===== config.mk =====
export PLATFORM = sky130hd
export DESIGN_NAME = sim_bus_arb
export DESIGN_NICKNAME = d
export VERILOG_FILES = /design/src/rtl/sim_bus_pkg.sv /design/src/rtl/sim_bus_resp_fifo.sv /design/src/rtl/sim_bus_arb.sv
export SDC_FILE = /design/constraint.sdc
export NUM_CORES = 1
export LEC_CHECK = 0
export ABC_AREA = 1
export CORE_AREA = 3 3 302 304
export CTS_BUF_LIST = sky130_fd_sc_hd__clkbuf_8 sky130_fd_sc_hd__clkbuf_16
export DETAILED_ROUTE_END_ITERATION = 12
export DIE_AREA = 0 0 305 307
export SYNTH_ARGS = -nofsm -noshare
export SYNTH_HDL_FRONTEND = slang
export SYNTH_SLANG_ARGS = --single-unit

===== constraint.sdc =====
create_clock -name clk_i -period 2.9 [get_ports clk_i]
set_input_delay 0.58 -clock clk_i [delete_from_list [all_inputs] [get_ports clk_i]]
set_output_delay 0.58 -clock clk_i [all_outputs]
set_load 0.05 [all_outputs]

===== src/rtl/sim_bus_pkg.sv =====
// Shared types and constants for the simulation bus interconnect.
package sim_bus_pkg;

  typedef enum logic {
    ArbFixed,
    ArbRoundRobin
  } arb_mode_e;

  localparam int unsigned PerfCntWidth = 32;

endpackage


===== src/rtl/sim_bus_resp_fifo.sv =====
// In-order response tracking FIFO. The head is only visible the cycle after a push,
// and a push into a full FIFO is accepted only when a pop happens in the same cycle.
module sim_bus_resp_fifo #(
  parameter int unsigned Width = 8,
  parameter int unsigned Depth = 4
) (
  input  logic             clk_i,
  input  logic             rst_ni,
  input  logic             push_i,
  input  logic [Width-1:0] wdata_i,
  input  logic             pop_i,
  output logic [Width-1:0] rdata_o,
  output logic             full_o,
  output logic             empty_o
);

  localparam int unsigned PtrW = (Depth > 1) ? $clog2(Depth) : 1;
  localparam int unsigned CntW = $clog2(Depth + 1);

  logic [Width-1:0] mem_q [Depth];
  logic [PtrW-1:0]  wptr_q, wptr_d, rptr_q, rptr_d;
  logic [CntW-1:0]  cnt_q, cnt_d;
  logic             push_ok, pop_ok;

  function automatic logic [PtrW-1:0] ptr_inc(input logic [PtrW-1:0] p);
    return (p == PtrW'(Depth - 1)) ? '0 : p + PtrW'(1);
  endfunction

  assign empty_o = (cnt_q == '0);
  assign full_o  = (cnt_q == CntW'(Depth));
  assign pop_ok  = pop_i && !empty_o;
  assign push_ok = push_i && (!full_o || pop_ok);
  assign rdata_o = mem_q[rptr_q];

  always_comb begin
    wptr_d = wptr_q;
    rptr_d = rptr_q;
    cnt_d  = cnt_q;
    if (push_ok) wptr_d = ptr_inc(wptr_q);
    if (pop_ok)  rptr_d = ptr_inc(rptr_q);
    if (push_ok && !pop_ok)      cnt_d = cnt_q + CntW'(1);
    else if (!push_ok && pop_ok) cnt_d = cnt_q - CntW'(1);
  end

  always_ff @(posedge clk_i or negedge rst_ni) begin
    if (!rst_ni) begin
      wptr_q <= '0;
      rptr_q <= '0;
      cnt_q  <= '0;
    end else begin
      wptr_q <= wptr_d;
      rptr_q <= rptr_d;
      cnt_q  <= cnt_d;
    end
  end

  always_ff @(posedge clk_i) begin
    if (push_ok) mem_q[wptr_q] <= wdata_i;
  end

endmodule


===== src/rtl/sim_bus_arb.sv =====
// NrHosts-to-NrDevices simulation interconnect with fixed or round-robin arbitration,
// in-order response tracking and a decode-error responder. SIM_BUS_ARB_PERF_EN adds counters.
module sim_bus_arb
  import sim_bus_pkg::*;
#(
  parameter int unsigned NrHosts        = 3,
  parameter int unsigned NrDevices      = 2,
  parameter int unsigned DataWidth      = 32,
  parameter int unsigned AddressWidth   = 32,
  parameter int unsigned MaxOutstanding = 4,
  parameter arb_mode_e   ArbMode        = ArbRoundRobin
) (
  input  logic                      clk_i,
  input  logic                      rst_ni,
  input  logic                      host_req_i             [NrHosts],
  output logic                      host_gnt_o             [NrHosts],
  input  logic [AddressWidth-1:0]   host_addr_i            [NrHosts],
  input  logic                      host_we_i              [NrHosts],
  input  logic [DataWidth/8-1:0]    host_be_i              [NrHosts],
  input  logic [DataWidth-1:0]      host_wdata_i           [NrHosts],
  output logic                      host_rvalid_o          [NrHosts],
  output logic [DataWidth-1:0]      host_rdata_o           [NrHosts],
  output logic                      host_err_o             [NrHosts],
  output logic                      device_req_o           [NrDevices],
  output logic [AddressWidth-1:0]   device_addr_o          [NrDevices],
  output logic                      device_we_o            [NrDevices],
  output logic [DataWidth/8-1:0]    device_be_o            [NrDevices],
  output logic [DataWidth-1:0]      device_wdata_o         [NrDevices],
  input  logic                      device_rvalid_i        [NrDevices],
  input  logic [DataWidth-1:0]      device_rdata_i         [NrDevices],
  input  logic                      device_err_i           [NrDevices],
  input  logic [AddressWidth-1:0]   cfg_device_addr_base_i [NrDevices],
  input  logic [AddressWidth-1:0]   cfg_device_addr_mask_i [NrDevices],
  output logic [PerfCntWidth-1:0]   perf_gnt_cnt_o         [NrHosts],
  output logic [PerfCntWidth-1:0]   perf_stall_cnt_o
);

  localparam int unsigned HostW = (NrHosts > 1) ? $clog2(NrHosts) : 1;
  localparam int unsigned DevW  = (NrDevices > 1) ? $clog2(NrDevices) : 1;

  typedef struct packed {
    logic [HostW-1:0] host;
    logic [DevW-1:0]  dev;
    logic             dec_err;
  } entry_t;

  logic [HostW-1:0] rr_q, rr_d, win_idx, cand;
  logic [DevW-1:0]  dev_idx;
  logic             any_req, dec_hit;
  logic             fifo_full, fifo_empty, push, pop;
  entry_t           push_entry, head;

  // Arbitration: search from rr_q upward with wrap, or from 0 in fixed mode.
  always_comb begin
    any_req = 1'b0;
    win_idx = '0;
    cand    = '0;
    for (int unsigned i = 0; i < NrHosts; i++) begin
      if (ArbMode == ArbRoundRobin) cand = HostW'((32'(rr_q) + i) % NrHosts);
      else                          cand = HostW'(i);
      if (host_req_i[cand] && !any_req) begin
        any_req = 1'b1;
        win_idx = cand;
      end
    end
  end

  always_comb begin
    dec_hit = 1'b0;
    dev_idx = '0;
    for (int unsigned d = 0; d < NrDevices; d++) begin
      if (!dec_hit &&
          ((host_addr_i[win_idx] & cfg_device_addr_mask_i[d]) == cfg_device_addr_base_i[d])) begin
        dec_hit = 1'b1;
        dev_idx = DevW'(d);
      end
    end
  end

  // Decode-error entries complete the first cycle they reach the head.
  assign pop  = !fifo_empty && (head.dec_err || device_rvalid_i[head.dev]);
  assign push = rst_ni && any_req && (!fifo_full || pop);
  assign push_entry = '{host: win_idx, dev: dev_idx, dec_err: !dec_hit};

  assign rr_d = (push && (ArbMode == ArbRoundRobin)) ?
                ((win_idx == HostW'(NrHosts - 1)) ? '0 : win_idx + HostW'(1)) : rr_q;

  always_ff @(posedge clk_i or negedge rst_ni) begin
    if (!rst_ni) rr_q <= '0;
    else         rr_q <= rr_d;
  end

  sim_bus_resp_fifo #(
    .Width($bits(entry_t)),
    .Depth(MaxOutstanding)
  ) u_resp_fifo (
    .clk_i  (clk_i),
    .rst_ni (rst_ni),
    .push_i (push),
    .wdata_i(push_entry),
    .pop_i  (pop),
    .rdata_o(head),
    .full_o (fifo_full),
    .empty_o(fifo_empty)
  );

  always_comb begin
    for (int unsigned h = 0; h < NrHosts; h++) begin
      host_gnt_o[h]    = push && (win_idx == HostW'(h));
      host_rvalid_o[h] = pop && (head.host == HostW'(h));
      host_rdata_o[h]  = (host_rvalid_o[h] && !head.dec_err) ? device_rdata_i[head.dev] : '0;
      host_err_o[h]    = host_rvalid_o[h] && (head.dec_err || device_err_i[head.dev]);
    end
  end

  always_comb begin
    for (int unsigned d = 0; d < NrDevices; d++) begin
      device_req_o[d]   = push && dec_hit && (dev_idx == DevW'(d));
      device_addr_o[d]  = host_addr_i[win_idx];
      device_we_o[d]    = host_we_i[win_idx];
      device_be_o[d]    = host_be_i[win_idx];
      device_wdata_o[d] = host_wdata_i[win_idx];
    end
  end

`ifdef SIM_BUS_ARB_PERF_EN
  logic [PerfCntWidth-1:0] gnt_cnt_q [NrHosts];
  logic [PerfCntWidth-1:0] stall_cnt_q;
  logic                    stall;

  assign stall = any_req && fifo_full && !pop;

  always_ff @(posedge clk_i or negedge rst_ni) begin
    if (!rst_ni) begin
      for (int unsigned h = 0; h < NrHosts; h++) gnt_cnt_q[h] <= '0;
      stall_cnt_q <= '0;
    end else begin
      for (int unsigned h = 0; h < NrHosts; h++) begin
        if (host_gnt_o[h] && (gnt_cnt_q[h] != '1)) begin
          gnt_cnt_q[h] <= gnt_cnt_q[h] + PerfCntWidth'(1);
        end
      end
      if (stall && (stall_cnt_q != '1)) stall_cnt_q <= stall_cnt_q + PerfCntWidth'(1);
    end
  end

  assign perf_gnt_cnt_o   = gnt_cnt_q;
  assign perf_stall_cnt_o = stall_cnt_q;
`else
  always_comb begin
    for (int unsigned h = 0; h < NrHosts; h++) perf_gnt_cnt_o[h] = '0;
  end
  assign perf_stall_cnt_o = '0;
`endif

  // A device may only respond when it owns the head entry.
  for (genvar d = 0; d < NrDevices; d++) begin : g_proto_chk
    unexpected_rvalid_a: assert property (@(posedge clk_i) disable iff (!rst_ni)
      device_rvalid_i[d] |-> (!fifo_empty && !head.dec_err && (head.dev == DevW'(d))));
  end

endmodule

---- Word level (Yosys, flattened, before mapping) ----
Memories as Yosys holds them, arrays and structs flattened.
Cells that the tools add are included.
word-level totals
  register bits after elaboration ......... 9
  memory bits (writable) .................. 16
  bits of input ports ..................... 408
  logic and storage cells ................. 128
  memories ................................ 1
memories
  name               words  width  rd ports  clocked after memory_dff  write ports  line                     source
  u_resp_fifo.mem_q  4      4      1         0                         1            sim_bus_resp_fifo.sv:20  logic [Width-1:0] mem_q [Depth];
cells by class
  add/subtract/negate cells ............... 7
  div/mod/pow operators ................... 3
  $lt $le $gt $ge ......................... 5
  equality and inequality tests ........... 9
  mux-type cells .......................... 49
  bitwise logic cells ..................... 8
  reduce and logical (&&, ||, !) cells .... 42
operator list
  cell                                                      number
  2-to-1 mux 32 bit                                         10
  binary-select mux 32 bit (select 2 bit)                   2
  AND 32 bit                                                2
  == test 32 bit                                            2
  modulo 32 x 2 -> 32 bit, second input constant            2
  modulo 2 x 2 -> 32 bit, second input constant             1
  logical AND 1 bit                                         25
  2-to-1 mux 1 bit                                          22
  greater-or-equal comparator 3 bit, second input constant  4
  2-to-1 mux 2 bit                                          6
  inverter 2 -> 3 bit                                       4
  zero test 1 bit                                           9
  binary-select mux 1 bit (select 2 bit)                    4
  binary-select mux 4 bit (select 2 bit)                    1
  == test 2 bit, second input constant                      4
  2-to-1 mux 4 bit                                          2
  adder 2 x 1 -> 2 bit, second input constant               3
  2-to-1 mux 3 bit                                          2
  == test 2 x 1 -> 1 bit, second input constant             2
  zero test 2 bit                                           2
  logical OR 1 bit                                          4
  adder 2 x 1 -> 3 bit, second input constant               1
  adder 2 x 2 -> 3 bit, second input constant               1
  adder 3 x 1 -> 3 bit, second input constant               1
  7 further kinds                                           7

---- Logic depth before layout (Yosys ltp) ----
  depth in word-level cells ............... 24
  gate-level depth with buffers ........... 25
  mapped depth without buffers ............ 24

---- Modules after synthesis ----
Synthesis repeated with hierarchy kept, for this count alone.
unflattened totals
  cell total of the unflattened synthesis .. 1,313
  area, all modules ....................... 7,567.3 µm²
modules (own cells, without submodules)
  module             instances  cells an instance  area each (µm²)
  sim_bus_arb        1          1,206              6,446.2
  sim_bus_resp_fifo  1          107                1,121.1

---- Least setup slack after synthesis ----
Ideal clock, no wire load.
  kind .................................... register to output
  start ................................... register u_resp_fifo.rptr_q[0]
  end ..................................... output port host_rdata_o[65] (netlist name)
  arrival ................................. 3.666 ns
  required time ........................... 2.320 ns
  slack ................................... -1.346 ns
  cell stages (with the launch flop) ...... 12
  cell sequence ........................... dfrtp_1 -> buf_2 -> inv_2 -> nand2_1 -> a32o_1 -> buf_2 -> o211ai_1 -> o31ai_1 -> nor3_1 -> nand2_1 -> clkbuf_1 -> nor2_1
RTL lines
  item                    line                     source
  start, declared         sim_bus_resp_fifo.sv:21  logic [PtrW-1:0] wptr_q, wptr_d, rptr_q, rptr_d;
  start signal, assigned  sim_bus_resp_fifo.sv:52  rptr_q <= rptr_d;
  end, declared           sim_bus_arb.sv:22        output logic [DataWidth-1:0] host_rdata_o [NrHosts],

==> impl_metrics.yaml <==
sta:
  fmax_ghz: 0.244
  finalSetupViolCount: 251
  rsz0062_at_grt: "true"
  slew-limit-headroom_pct: 37.8
  min_period_ps: 4090
  fin_ws_ps: -1190
  fin_crit_sh_pct: 141
  clock_skew_ps: 3.50
  maxSlewViolCount: 0
  report.final.hold_viol_count: 0
  worstMarginPinSlew_ps: 934
critical_path:
  critical_path.max_fanout: 7
  path_delay_family: "simple AND/OR/NAND/NOR gates"
  cp_slowest_stage_delay_ps: 420
  end_kind: "output port"
  crit_required_ps: 2320
  crit_buf_inv: 8
  crit_arrival_ps: 3510
  critical_path_class: "flop to output port"
  crit_slowest_cell: "dfrtp_2"
  cp-start-kind: "flop"
layout:
  area_delta_synth_final_pct: 183
  drive_gt1_share_pct: 40.7
  stdcell_area_um2: 20700
  fin_nets: 2464
global_routing:
  grt_pass1_wl_um: 71700
  grt_overflow_total: 0
  grt_start_max_net_pins: 36
  grtUsageTotal_pct: 10.3
  grt_pass1_vias: 10700
  antenna_found_initial: 10
clock_network:
  cts_max_level: 1
  cts_buffer_depth: 2
  clk_latency_ps: 260
  cts_buffers: 3
  cts_tree: "done"
  cts-root-buf: "clkbuf_16"
  ctsHoldBuffers: 0
  clk_pin_slew_ps: 60
  cts_sinks: 25
synth:
  yosys.area.top_type: "buf_4"
  avgSynthCellArea_um2: 5.67
  yosys.area.top_type_share_pct: 20.4
  ys_seq_area_share_pct: 9.66
  ys_types: 43
  ys_ff_latch: 25
  syn_inst: 1287
  synth_area_um2: 7300
  synth_common_cells: "nand2_1 (379), buf_4 (198), inv_1 (157)"
  synth_enable_flop_cells: 16
  ys.flop_type: "edfxtp_1"
  yosys_warnings: 0
  async_flop_share_pct: 36.0
  synth_area_leaders: "buf_4 (20%), nand2_1 (19%), inv_1 (8.1%)"
  yosysMostFrequentCell: "nand2_1"
job:
  maxCapViolCount: 0
floorplan:
  io_pins: 781
  die_h_um: 307
  core.rowCount: 109
  die_w_um: 305
  start_util_pct: 8.25
  die_area_um2: 93600
  core_region_area_um2: 88500
worst_hold_path:
  hp-class: "flop to flop"
placed_design:
  routabilityCongestion: 0.891
  port_buffers: 652
  dp_hpwl_um: 45500
  placed_area_um2: 18700
status:
  outcome: "finished, violations left"
  violations: "setup timing"
routing:
  drc: 0
  routed_wl_um: 54600
  vias_per_cell: 3.34
  first_pass_iters: 4
  drt_iter0_markers: 354
  vias: 10700
  avgRoutedWirePerCell_um: 17.0
  ant_nets: 0
[registers in the layout, summed over array words and instances (netlist names)]
name and cells:
u_resp_fifo.cnt_q 3, u_resp_fifo.mem_q 16, u_resp_fifo.rptr_q 2, u_resp_fifo.wptr_q 2, rr_q 2
[stage by stage]
step	setup TNS, ps	utilization [%]	cells	hold slack [ps]	setup WS [ps]
after floorplan	-32320	-	1414	284	-426
after global placement	-126610	21.1	3158	566	-1830
after detailed placement	-130700	21.1	3158	567	-1850
after CTS	-109460	22.0	3175	576	-1260
after global routing	-131800	23.4	3209	629	-1410
final	-98070	23.4	3213	601	-1190
[metal layers]
layer | track usage [%] | share of wire [%] | vias to the layer above
li1 | - | - | 5280
met5 | 0 | 0.049 | -
met3 | 2.55 | 7.6 | 47
met1 | 11.5 | 36 | 4914
met4 | 1.98 | 2.6 | 4
met2 | 19.8 | 53 | 502
[area by class of cell]
| type | count | area (µm²) |
|---|---|---|
| Tap cell | 1165 | 1460 |
| Timing Repair Buffer | 864 | 11000 |
| Inverter | 165 | 647 |
| Clock inverter | 1 | 5.00 |
| Antenna cell | 4 | 10.0 |
| Sequential cell | 25 | 709 |
| Fill cell | 9558 | 67800 |
| Clock buffer | 3 | 75.1 |
| Multi-Input combinational cell | 986 | 6830 |
[cell families (layout without fill, tap and decap cells)]
logic type,count (synthesis),after routing,share of synthesized area (%)
adder cells (fa/ha/maj),11,11,1.99
AO/OA/AOI/OAI,55,55,5.23
XOR/XNOR,4,4,0.480
multiplexers,33,33,4.54
buffers and inverters,403,1033,32.4
other,1,132,0.0513
AND/OR/NAND/NOR,755,755,45.7
flip-flops,25,25,9.66
[timing repair]
item,4_1_cts,5_1_grt
pin swaps,46,82
gates resized for setup,143,210
setup endpoints to repair,252,255
cloned,5,10
buffers inserted,9,26
[worst reg2reg max path, stage by stage (launching register included)]
cell	delay, ps
dfrtp_2	420
inv_4	60
ha_4	320
inv_6	60
nand3_2	80
nand2_4	80
buf_12	140
nand3_4	100
nand2_8	120
nor2_8	220
buf_12	160
buf_16	180
nand2_4	60
buf_6	120
nand3_1	70
nand2_1	50
nand2_1	50
nor2_1	40
buf_4	130
nand2_1	60
nor2_1	40
nand2_1	100
nor2_4	60
buf_12	130
a21oi_1	710
[cells in the final DEF (no fill, tap or decap), types with 7 or more instances in the layout]
cell / n
a21oi_1: 9
a22oi_2: 21
and2_4: 26
buf_12: 216
buf_4: 125
buf_6: 72
buf_8: 29
clkbuf_16: 12
clkdlybuf4s50_1: 403
conb_1: 128
edfxtp_1: 16
ha_1: 8
inv_1: 152
inv_4: 7
mux2i_1: 32
nand2_1: 264
nand2_2: 58
nand2_4: 68
nand3_1: 83
nand3_2: 20
nand3_4: 18
nand4_1: 61
nor2_1: 24
nor2_2: 11
nor2_4: 104
[worst paths after layout]
path	startpoint	to	slack [ps]	cells after the start
max in group asynchronous	rst_ni	u_resp_fifo.rptr_q[0]	2090	2
min in group asynchronous	rst_ni	u_resp_fifo.wptr_q[1]	660	2
hold / removal	u_resp_fifo.cnt_q[2]	u_resp_fifo.cnt_q[2]	600	2
setup reg to reg	rr_q[0]	u_resp_fifo.mem_q[1][0]	-1010	24
hold reg to reg	u_resp_fifo.cnt_q[2]	u_resp_fifo.cnt_q[2]	600	2
setup / recovery	rr_q[0]	device_req_o[0]	-1190	26
Power is left out: the tool's default activity adds up to more than one toggle a clock period on the data nets, which glitch-free logic cannot reach.
